File: config.mk
export PLATFORM = sky130hd
export DESIGN_NAME = hamming_tx_encoder
export DESIGN_NICKNAME = d
export VERILOG_FILES = /design/src/rtl/hamming_tx_encoder.sv
export SDC_FILE = /design/constraint.sdc
export NUM_CORES = 1
export LEC_CHECK = 0
export ABC_AREA = 0
export BUFFER_PORTS_ARGS = -buffer_cell sky130_fd_sc_hd__clkbuf_2
export CAP_MARGIN = 0
export CORE_MARGIN = 4
export CORE_UTILIZATION = 63
export DETAILED_ROUTE_END_ITERATION = 12
export HOLD_SLACK_MARGIN = 0.05
export PLACE_DENSITY = 0.86
export SLEW_MARGIN = 0
export SYNTH_ARGS = -nofsm -noshare
export SYNTH_HDL_FRONTEND = slang
export SYNTH_SLANG_ARGS = --single-unit
File: constraint.sdc
create_clock -name clk -period 20.8 [get_ports clk]
set_input_delay 1.04 -clock clk [delete_from_list [all_inputs] [get_ports clk]]
set_output_delay 1.04 -clock clk [all_outputs]
set_load 0.1 [all_outputs]
File: src/rtl/hamming_tx_encoder.sv
// hamming_tx_encoder
// Captures a WIDTH-bit word, computes a Hamming(7,4) parity triple for every
// 4-bit block at load time, then streams the 7-bit codewords out over a
// valid/ready link, LANES codewords per beat, lowest block in lane 0.
// Parity matches the counter parity store: p2=d0^d2^d3, p1=d0^d1^d3,
// p0=d0^d1^d2, codeword = {p2,p1,p0,d3,d2,d1,d0}.
//
// Optional build macro HAM_TX_ERR_INJECT_EN adds inj_arm/inj_block/inj_bit,
// which flip one codeword bit of one block for a single frame.
//
// state | meaning
// IDLE  | waiting for a word; load_ready high, tx_valid low
// SEND  | presenting beats of the captured frame until the last is accepted
module hamming_tx_encoder #(
  parameter  int WIDTH  = 128,
  parameter  int LANES  = 4,
  localparam int BLOCKS = WIDTH / 4,
  localparam int BEATS  = BLOCKS / LANES,
  localparam int IDXW   = (BEATS > 1) ? $clog2(BEATS) : 1
) (
  input  logic               clk,
  input  logic               rst,
  input  logic               load_valid,
  output logic               load_ready,
  input  logic [WIDTH-1:0]   load_data,
  output logic               tx_valid,
  input  logic               tx_ready,
  output logic [LANES*7-1:0] tx_data,
  output logic [IDXW-1:0]    tx_idx,
  output logic               tx_last,
  output logic               busy,
  output logic               frame_done
`ifdef HAM_TX_ERR_INJECT_EN
  ,
  input  logic                                          inj_arm,
  input  logic [((BLOCKS > 1) ? $clog2(BLOCKS) : 1)-1:0] inj_block,
  input  logic [2:0]                                    inj_bit
`endif
);

  typedef enum logic {IDLE, SEND} state_e;

  state_e                  state_q, state_d;
  logic [IDXW-1:0]         idx_q, idx_d;
  logic                    rdy_q, rdy_d;
  logic                    done_q, done_d;
  logic                    capture;
  logic [WIDTH-1:0]        word_q;
  logic [BLOCKS-1:0][2:0]  par_q;
  logic [BLOCKS-1:0][2:0]  par_in;
  logic [BLOCKS*7-1:0]     cw_all;

  function automatic logic [2:0] ham_parity(input logic [3:0] d);
    return {d[0] ^ d[2] ^ d[3], d[0] ^ d[1] ^ d[3], d[0] ^ d[1] ^ d[2]};
  endfunction

  // Parity of the incoming word, registered alongside it on the load edge.
  always_comb begin
    for (int b = 0; b < BLOCKS; b++) begin
      par_in[b] = ham_parity(load_data[b*4 +: 4]);
    end
  end

  // State, beat index, registered ready and frame-done pulse.
  always_ff @(posedge clk or posedge rst) begin
    if (rst) begin
      state_q <= IDLE;
      idx_q   <= '0;
      rdy_q   <= 1'b0;
      done_q  <= 1'b0;
    end else begin
      state_q <= state_d;
      idx_q   <= idx_d;
      rdy_q   <= rdy_d;
      done_q  <= done_d;
    end
  end

  // Next-state logic, beat advance and handshake outputs.
  always_comb begin
    state_d  = state_q;
    idx_d    = idx_q;
    done_d   = 1'b0;
    capture  = 1'b0;
    tx_valid = 1'b0;
    case (state_q)
      IDLE: begin
        if (load_valid && rdy_q) begin
          capture = 1'b1;
          idx_d   = '0;
          state_d = SEND;
        end
      end
      SEND: begin
        tx_valid = 1'b1;
        if (tx_ready) begin
          if (idx_q == IDXW'(BEATS - 1)) begin
            idx_d   = '0;
            done_d  = 1'b1;
            state_d = IDLE;
          end else begin
            idx_d = idx_q + 1'b1;
          end
        end
      end
      default: begin
        idx_d   = '0;
        state_d = IDLE;
      end
    endcase
    // Ready is registered so it stays low through reset and for the
    // first edge after release.
    rdy_d = (state_d == IDLE);
  end

  // Held word and parity; only a new load changes them.
  always_ff @(posedge clk or posedge rst) begin
    if (rst) begin
      word_q <= '0;
      par_q  <= '0;
    end else if (capture) begin
      word_q <= load_data;
      par_q  <= par_in;
    end
  end

`ifdef HAM_TX_ERR_INJECT_EN
  localparam int BLKW = (BLOCKS > 1) ? $clog2(BLOCKS) : 1;

  logic            inj_arm_q;
  logic [BLKW-1:0] inj_block_q;
  logic [2:0]      inj_bit_q;

  // Injection request sampled with the word; bit index 7 disarms it.
  always_ff @(posedge clk or posedge rst) begin
    if (rst) begin
      inj_arm_q   <= 1'b0;
      inj_block_q <= '0;
      inj_bit_q   <= '0;
    end else if (capture) begin
      inj_arm_q   <= inj_arm && (inj_bit != 3'd7);
      inj_block_q <= inj_block;
      inj_bit_q   <= inj_bit;
    end
  end

  // Codewords for the whole frame, with the optional single-bit flip.
  always_comb begin
    for (int b = 0; b < BLOCKS; b++) begin
      cw_all[b*7 +: 7] = {par_q[b], word_q[b*4 +: 4]};
      if (inj_arm_q && (inj_block_q == BLKW'(b))) begin
        cw_all[b*7 +: 7] = cw_all[b*7 +: 7] ^ (7'd1 << inj_bit_q);
      end
    end
  end
`else
  // Codewords for the whole frame.
  always_comb begin
    for (int b = 0; b < BLOCKS; b++) begin
      cw_all[b*7 +: 7] = {par_q[b], word_q[b*4 +: 4]};
    end
  end
`endif

  assign tx_data    = tx_valid ? cw_all[int'(idx_q)*LANES*7 +: LANES*7] : '0;
  assign tx_idx     = idx_q;
  assign tx_last    = tx_valid && (idx_q == IDXW'(BEATS - 1));
  assign busy       = (state_q == SEND);
  assign frame_done = done_q;
  assign load_ready = rdy_q;

endmodule

== Word-level counts from Yosys, hierarchy flattened ==
Index checks and enable logic that the tools add are counted.

* Output and inout port bits: 36
* Register bits: 230
* Logic and storage cells: 222

* Bitwise operators: 162
* Multiplexer cells: 14
* Eq/ne operators: 3
* $mul: 1
* $add $sub $neg: 1
* Reductions and logical operators: 3
* Shifts and indexed selects: 1

{| class="wikitable"
|+ Operators by type and width
! kind !! count
|-
| 224-bit by 9-bit variable part select with 28-bit output || 1
|-
| 1-bit XOR || 160
|-
| 28-bit 2-to-1 mux || 1
|-
| 3-bit 2-to-1 mux || 3
|-
| 1-bit 2-to-1 mux || 8
|-
| 3-bit by 3-bit multiplier with 6-bit output, second input constant || 1
|-
| 3-bit case mux with 2 select lines || 1
|-
| 2-bit inequality test, second input constant || 2
|-
| 3-bit by 1-bit adder with 3-bit output, second input constant || 1
|-
| 3-bit == test, second input constant || 1
|-
| 1-bit logical AND || 2
|-
| 1-bit inverter || 2
|-
| 1-bit case mux with 2 select lines || 1
|-
| 2-bit AND reduction || 1
|}

== Depth between registers and ports, before layout ==
Gate-level depths: netlist (run 1).

* Depth after elaboration: 5
* Gate-level depth with buffers: 6
* Mapped depth without buffers: 5

== Worst setup path before layout (run 1) ==
OpenSTA, ideal clock, no wires.

* Kind: register to output
* Start point: register idx_q[2], in the netlist tx_idx[2]
* End point: output port tx_data[27]
* Stages on the path, launching flop included: 6
* Path slack: 15.836 ns
* Data arrival time: 3.924 ns
* Data required time: 19.760 ns
* Cells stage by stage: dfrtp_1 -> buf_6 -> buf_8 -> mux4_2 -> inv_1 -> a221oi_1

* Cells in the longest elaborated chain, start to end: 3

{| class="wikitable"
|+ RTL lines
! item !! RTL line !! source
|-
| from (decl) || 44 || <nowiki>logic [IDXW-1:0] idx_q, idx_d;</nowiki>
|-
| from (signal assigned) || 73 || <nowiki>idx_q <= idx_d;</nowiki>
|-
| 3-bit by 3-bit multiplier with 6-bit output || 165 || <nowiki>assign tx_data = tx_valid ? cw_all[int'(idx_q)*LANES*7 +: LANES*7] : '0;</nowiki>
|-
| 224-bit by 9-bit variable part select with 28-bit output || 165 ||
|-
| 28-bit 2-to-1 mux || 165 ||
|-
| to (decl) || 28 || <nowiki>output logic [LANES*7-1:0] tx_data,</nowiki>
|}

No other way between the ends.

== Worst setup path in the final report (run 1) ==
* Start point: register idx_q[0], in the netlist tx_idx[0]
* End point: output port tx_data[22]

The elaborated chain is that of the path after synthesis.

==> results.yml, run 1 <==
route:
  ant_nets: 0
  wl_met1_mm: 13.0
  wl_mm: 29.6
  wl_per_cell_um: 22.7
  wl_met2_mm: 13.8
  wl_met3_mm: 1.79
  vias: 7657
  first_iter_violations: 548
  dr.pass1.iters: 5
  top_layer: "met5"
  drc_errors: 0
  vias_per_cell: 5.88
clock_network:
  cts_buffers: 24
  cts_tree: "yes"
  cts_resized: 0
  clk_pin_slew_ps: 60
  post_cts_buffers: 0
  cts-root-buf: "clkbuf_16"
  cts_sinks: 230
  cts_max_path_buffers: 3
  cts.hold.buffers_added: 0
  clock_latency_ps: 520
  cts_max_level: 1
logic_synthesis:
  netlist_instances: 905
  syn_area_per_cell_um2: 13.3
  yosys_warnings: 0
  syn_nets: 1039
  synth_cell_types: 31
  ys_ff_latch: 230
  seq_area_frac_synth_pct: 47.9
  synth_area_mm2: 0.0120
setup_path:
  cp.arrival_ps: 3530
  cp.required_ps: 19760
  crit_type: "register to primary output"
  path_cells: "nand2b_1, o21ai_0, a221oi_2, clkbuf_2"
  crit_start: "tx_idx[0]"
  start_kind: "register"
  crit_fanout: 34
  slowest_delay_ps: 1030
  critPathSlowestCell: "dfrtp_2"
  worst_setup_path_end_kind: "primary output"
  r2r_start: "busy"
final_layout:
  fin_util_pct: 72.8
  synthToLayoutAreaGrowth_pct: 13.4
  final_layout_size_suffix_gt1_share_pct: 33.0
  layout_commonest_cell: "dfrtp_1"
  final_nets: 1184
  fillerInstances: 1236
  layout_common_cells: "dfrtp_1, clkbuf_2, mux2_1"
outcome:
  status: "completed"
worst_hold_path:
  hold_start: "cw_all[75]"
  hp-class: "register to register"
timing:
  fin_crit_ps: 4570
  whs_ps: 474
  fin_crit_sh_pct: 22.0
  slew_viol_final: 0
  tns_ps: 0
  setup_viol: 0
  timing.fmax_ghz: 0.219
  fin_skew_ps: 9.16
  worstMarginPinSlew_ps: 1040
  hold_viol_final: 0
  rsz0062_at_grt: "false"
  relSlewSlack_pct: 30.2
power_and_ir_drop:
  ir_drop_mv: 0.154
  p_total_w: 0.00248
  p_leak_nw: 6.10
  powerDensity_mw_per_mm2: 182
global_route:
  antenna_found_initial: 3
  grt_pass1_wl_mm: 46.7
  grt_usage_pct: 27.8
  grt_pass1_vias: 8102
  grt_max_degree: 88
  grt-ovfl-total: 0
run:
  drv_cap: 0
floorplanning:
  die_w_um: 146
  dieArea_mm2: 0.0213
  die_y_um: 146
  initial_core_util_pct: 64.2
  ioPinCount: 168
  num_rows: 50
  core-area_mm2: 0.0187
placement:
  port_buffers: 167
  dpl.hpwl_mm: 21.0
  place.gp.congestion: 0.899
## cells by family (layout without fill, tap and decap cells)
logic type               Yosys count  after routing  share of synthesized area, %
flip-flops                       230            230                          47.9
AND/OR/NAND/NOR                   63             63                          2.30
adder cells (fa/ha/maj)            2              2                         0.208
buffers and inverters             84            246                          4.27
XOR/XNOR                         160            160                          11.7
multiplexers                     263            263                          27.0
AO/OA/AOI/OAI                    103            103                          6.60
other                              0              2                             0
## metal layers
layer / up-vias / global-route usage [%]
met3: 56 / 5.40
li1: 3470 / -
met5: - / 0
met2: 245 / 43.8
met4: 2 / 8.56
met1: 3884 / 39.5
## path summary, 6_finish.rpt
kind                                to  slack [ps]  cells past startpoint
hold reg to reg             cw_all[75]         470                      2
setup reg to reg            word_q[67]       17740                      4
hold / removal              cw_all[75]         470                      2
setup / recovery           tx_data[22]       16230                      4
min in group asynchronous   word_q[89]         570                      2
max in group asynchronous    tx_idx[2]       17840                      4
## cells in the mapped netlist, drive strengths merged
library cell | count | area share, %
and3 | 1 | 0.052
nand2 | 52 | 1.6
nand3 | 5 | 0.21
a221oi | 28 | 3.4
nand2b | 1 | 0.052
o21ai | 73 | 3.0
xor2 | 58 | 4.2
buf | 44 | 3.0
clkinv | 2 | 0.063
nor2 | 2 | 0.15
xnor2 | 102 | 7.4
and2 | 1 | 0.052
a21oi | 1 | 0.042
mux2 | 207 | 19
inv | 27 | 0.84
nand3b | 1 | 0.17
clkbuf | 11 | 0.35
o31ai | 1 | 0.063
mux4 | 28 | 5.3
dfrtp | 230 | 48
mux2i | 28 | 2.3
ha | 2 | 0.21
## metrics by stage
step	cell area (um2)	setup slack (ps)	instances
detailed placement	12800	16810	1258
CTS	13600	16230	1301
finish	13600	16230	1303
floorplan	12000	13460	905
global placement	12800	16840	1258
global route	13600	16050	1303
## state kept, by name (all words and copies together) (netlist names)
signal and cells:
busy 1, cw_all 96, frame_done 1, load_ready 1
tx_idx 3, word_q 128
## worst max-delay path, delay by kind of cell, from the launching register on
family                 cells  cell delay, ps
AOI/OAI and AO/OA          2             560
DFF                        1            1030
buffers and inverters      1             510
and+or+nand+nor            1             900
## report_power, final
group          switching (W)  internal (W)  leakage (nW)
registers           0.000180      0.000666          2.80
logic               0.000805      0.000395          2.90
clock network       0.000171      0.000264         0.399
total                0.00116       0.00132          6.10
## layout make-up
cell class                      instances  area [um2]  share of cell area, %
Multi-Input combinational cell        591        5740                   42.2
Clock buffer                           41         776                   5.70
Antenna cell                            2        5.00                 0.0368
Timing Repair Buffer                  174         888                   6.52
Sequential cell                       230        5760                   42.3
Tap cell                              234         293                   2.15
Inverter                               29         116                  0.855
Clock inverter                          2        35.0                  0.257
No activity file was read; power rests on OpenSTA's default activity.
==> run 2: changes to the inputs <==
- ABC_AREA: 0 -> 1
- CORE_UTILIZATION: 63 -> 53
- PLACE_DENSITY: 0.86 -> 0.77
- clock period: 20.8 -> 4.1 ns (I/O delays scaled with it)
==> results.yml, run 2 <==
outcome:
  status: "completed"
floorplanning:
  die_y_um: 167
  ioPinCount: 168
  core-area_mm2: 0.0245
  num_rows: 57
  initial_core_util_pct: 54.4
  dieArea_mm2: 0.0278
  die_w_um: 167
clock_network:
  cts.hold.buffers_added: 130
  post_cts_buffers: 0
  cts_max_path_buffers: 3
  clk_pin_slew_ps: 60
  cts_tree: "yes"
  cts_buffers: 26
  cts-root-buf: "clkbuf_16"
  cts_sinks: 230
  clock_latency_ps: 530
  cts_max_level: 1
  cts_resized: 0
logic_synthesis:
  syn_area_per_cell_um2: 6.69
  netlist_instances: 1994
  synth_common_cells: "nand2_1, inv_1, nand3_1"
  yosysTopAreaCell: "dfrtp_1"
  synth_cell_types: 17
  ys_ff_latch: 230
  synth-main-ff-cell: "dfrtp_1"
  synth.most_common_cell: "nand2_1"
  seq_area_frac_synth_pct: 43.1
  netlist_top_cells_area: "dfrtp_1, nand2_1, inv_1, nand3_1, o21ai_0"
  synth_area_mm2: 0.0133
  yosys_warnings: 0
  ys_async_sr_fraction_pct: 100
  yosysTopAreaCellShare_pct: 43.1
  syn_nets: 2128
  synth-edff-count: 0
final_layout:
  largest_reg_flops: 128
  largest-register: "word_q"
  finalNonFillerCells: 2577
  final_nets: 2369
  synthToLayoutAreaGrowth_pct: 22.5
  layout_commonest_cell: "nand2_1"
  final_layout_size_suffix_gt1_share_pct: 10.2
  final_area_mm2: 0.0164
  layout_common_cells: "nand2_1, inv_1, nand3_1"
global_route:
  grt_max_degree: 161
  grt_pass1_wl_mm: 64.5
  antenna_found_initial: 1
  grt_usage_pct: 28.1
  grt-ovfl-total: 0
  grt_pass1_vias: 12800
timing:
  tns_ps: 0
  relSlewSlack_pct: 18.3
  fin_skew_ps: 15.4
  rsz0062_at_grt: "false"
  fin_crit_sh_pct: 81.8
  hold_viol_final: 0
  slew_viol_final: 0
  fin_crit_ps: 3360
  timing.fmax_ghz: 0.298
  setup_viol: 0
  worstMarginPinSlew_ps: 1230
worst_hold_path:
  min_path_cells: 3
  hp-class: "input port to register"
setup_path:
  cp.required_ps: 3890
  slowest_delay_ps: 750
  cp.arrival_ps: 3150
  critPathSlowestCell: "dfrtp_4"
  r2r_cells: 7
  crit_fanout: 73
  crit_type: "register to primary output"
  path_cells: "buf_4, nand2_1, nand3_1, nand2_1, nor2_1, nor2_1, clkbuf_2"
  start_kind: "register"
  worst_setup_path_end_kind: "primary output"
placement:
  post_dp_cell_area_mm2: 0.0142
  dp_cells: 2401
  port_buffers: 167
  dpl.hpwl_mm: 26.7
  place.gp.congestion: 0.899
power_and_ir_drop:
  powerDensity_mw_per_mm2: 829
  ir_drop_mv: 1.11
  p_leak_nw: 9.07
route:
  dr.pass1.iters: 6
  vias: 13300
  wl_mm: 40.0
  wl_per_cell_um: 15.5
  drc_errors: 0
  vias_per_cell: 5.16
  first_iter_violations: 1353
  ant_nets: 0
run:
  drv_cap: 0
-- run 2: worst max-delay path, delay by kind of cell, from the launching register on --
kind | cells | cell delay (ps)
buffers and inverters | 2 | 1120
and+or+nand+nor | 5 | 700
DFF | 1 | 750
-- run 2: layer usage --
layer | part of all wire [%] | track usage, % | routed length [um]
met2 | 47 | 46.8 | 18800
met5 | 0 | 0 | 0
met4 | 5.5 | 13.2 | 2220
met3 | 6.8 | 3.82 | 2720
met1 | 41 | 36.7 | 16200
-- run 2: kinds of logic (layout without fill, tap and decap cells) --
family	Yosys count	count (layout)	synth area share (%)
compound gates	148	148	5.58
buf+inv	457	715	14.3
other cells	0	1	0
xor+xnor	49	49	3.22
simple gates	1108	1108	33.6
flops	230	230	43.1
fa+ha+maj	2	2	0.187
-- run 2: path summary, 6_finish.rpt --
check,start,endpoint,slack (ps)
worst max-delay path,tx_idx[0],tx_data[27],740
worst min-delay path,load_valid,busy,90
worst max register to register,tx_idx[0],load_ready,1740
worst min register to register,cw_all[215],cw_all[215],480
max in group asynchronous,rst,cw_all[102],2680
min in group asynchronous,rst,cw_all[32],360
-- run 2: area by class of cell --
cell class / count / area (um2)
diodes: 1 / 2.50
clock buffers: 33 / 738
clock inverters: 12 / 119
fillers: 2106 / 8180
inverters: 360 / 1360
multi-input cells: 1307 / 5690
flip-flops and latches: 230 / 5760
well taps: 324 / 405
repair buffers: 310 / 2280
-- run 2: through the flow --
step	util, %	hold WS, ps	power [W]	worst slack [ps]
2_1_floorplan	-	326	0.00945	887
3_3_place_gp	57.9	368	0.0109	1410
3_5_place_dp	57.9	370	0.0110	1400
4_1_cts	66.7	77.0	0.0135	823
5_1_grt	66.7	106	0.0144	666
6_report	66.7	92.2	0.0136	745
-- run 2: where the power goes --
part	leakage, nW	switching, W	internal (W)	total [W]
clock network	0.424	0.000946	0.00139	0.00234
registers	2.77	0.000538	0.00335	0.00389
logic	5.87	0.00565	0.00169	0.00734
==> run 3: changes to the inputs <==
- clock period: 4.1 -> 3 ns (I/O delays scaled with it)
==> results.yml, run 3 (synthesis results as in run 2) <==
clock_network:
  cts_sinks: 230
  cts_max_path_buffers: 3
  cts_resized: 0
  clock_latency_ps: 530
  cts_buffers: 26
  cts_max_level: 1
  post_cts_buffers: 0
  cts-root-buf: "clkbuf_16"
  cts_tree: "yes"
  clk_pin_slew_ps: 60
route:
  vias_per_cell: 5.19
  ant_nets: 0
  vias: 13400
  wl_mm: 40.7
  dr.pass1.iters: 5
  drc_errors: 0
  first_iter_violations: 1481
  wl_per_cell_um: 15.8
placement:
  dpl.hpwl_mm: 28.1
  dp_cells: 2405
  port_buffers: 167
  place.gp.congestion: 1.01
  post_dp_cell_area_mm2: 0.0147
timing:
  timing.fmax_ghz: 0.358
  rsz0062_at_grt: "false"
  tns_ps: 0
  hold_viol_final: 0
  whs_ps: 312
  fin_crit_ps: 2790
  setup_viol: 0
  slew_viol_final: 0
  fin_crit_sh_pct: 93.2
  worstMarginPinSlew_ps: 745
  relSlewSlack_pct: 50.3
  fin_skew_ps: 12.5
setup_path:
  crit_type: "register to primary output"
  path_cells: "buf_12, ha_1, ha_1, nand2_1, inv_1, clkbuf_2"
  cp.arrival_ps: 2640
  start_kind: "register"
  cp.required_ps: 2850
  slowest_delay_ps: 680
  worst_path_dominant_cell_family: "buffers and inverters"
  path_buf_inv: 3
  crit_fanout: 83
  cpMostUsedCell: "ha_1"
  worst_setup_path_end_kind: "primary output"
  critPathSlowestCell: "dfrtp_4"
final_layout:
  antenna_cells: 0
  multi_input_area_mm2: 0.00576
  layout_commonest_cell: "nand2_1"
  largest-register: "word_q"
  layout_common_cells: "nand2_1, inv_1, nand3_1"
  synthToLayoutAreaGrowth_pct: 26.5
  largest_reg_flops: 128
  final_area_mm2: 0.0169
  finalNonFillerCells: 2581
  final_nets: 2376
  fillerInstances: 2053
  seq_area_mm2: 0.00576
  final_layout_size_suffix_gt1_share_pct: 11.4
outcome:
  status: "completed"
floorplanning:
  num_rows: 57
  initial_core_util_pct: 54.4
  die_w_um: 167
  core-area_mm2: 0.0245
  die_y_um: 167
  ioPinCount: 168
  dieArea_mm2: 0.0278
power_and_ir_drop:
  ir_drop_mv: 1.83
  p_leak_nw: 9.23
  powerDensity_mw_per_mm2: 1200
  p_total_w: 0.0203
global_route:
  grt_max_degree: 199
  grt_pass1_vias: 13300
  grt-ovfl-total: 0
  antenna_found_initial: 0
  grt_pass1_wl_mm: 66.7
  grt_usage_pct: 29.2
worst_hold_path:
  hp-class: "input port to asynchronous set/reset pin"
run:
  drv_cap: 0
run 3: stage by stage:
step,setup slack [ps],utilization (%)
2_1_floorplan,-158,-
3_3_place_gp,801,60.1
6_report,205,68.8
3_5_place_dp,785,60.1
4_1_cts,215,68.8
5_1_grt,76.3,68.8
run 3: what timing repair did:
item / 4_1_cts / 5_1_grt
endpoints found under the hold margin: 458 / 0
hold buffers: 133 / 0
setup endpoints to repair: 0 / 0
run 3: report_power, final:
group / leakage [nW] / internal (W) / total [W] / switching, W
Clock: 0.408 / 0.00183 / 0.00310 / 0.00126
Combinational: 6.06 / 0.00371 / 0.0119 / 0.00818
Sequential: 2.77 / 0.00458 / 0.00530 / 0.000727
Total: 9.23 / 0.0101 / 0.0203 / 0.0102
run 3: per-layer routing:
metal | up-vias | GRT usage, % | wire, um
met5 | - | 0 | 0
met4 | 0 | 12.4 | 1770
met3 | 106 | 4.98 | 3140
met2 | 556 | 47.9 | 19100
met1 | 6244 | 38.5 | 16700
li1 | 6489 | - | -
run 3: worst paths after layout:
path	start	end	slack, ps	cells after the start
worst max-delay path	tx_idx[0]	tx_last	210	6
worst min-delay path	rst	word_q[108]	310	4
worst max register to register	tx_idx[0]	busy	1000	6
worst min register to register	cw_all[181]	cw_all[181]	480	2
max in group asynchronous	rst	word_q[84]	2050	4
min in group clk	load_data[22]	word_q[22]	400	4
run 3: worst min-delay path, cell delays in order:
cell           delay, ps
dlygate4sd3_1        530
clkbuf_2             120
clkinvlp_4           100
buf_12               400
run 3: final cells by class:
| cell class | instances | share of cell area, % |
|---|---|---|
| repair buffers | 317 | 16.5 |
| well taps | 324 | 2.40 |
| inverters | 360 | 8.02 |
| clock inverters | 6 | 0.326 |
| multi-input cells | 1307 | 34.1 |
| clock buffers | 37 | 4.52 |
| flip-flops and latches | 230 | 34.1 |
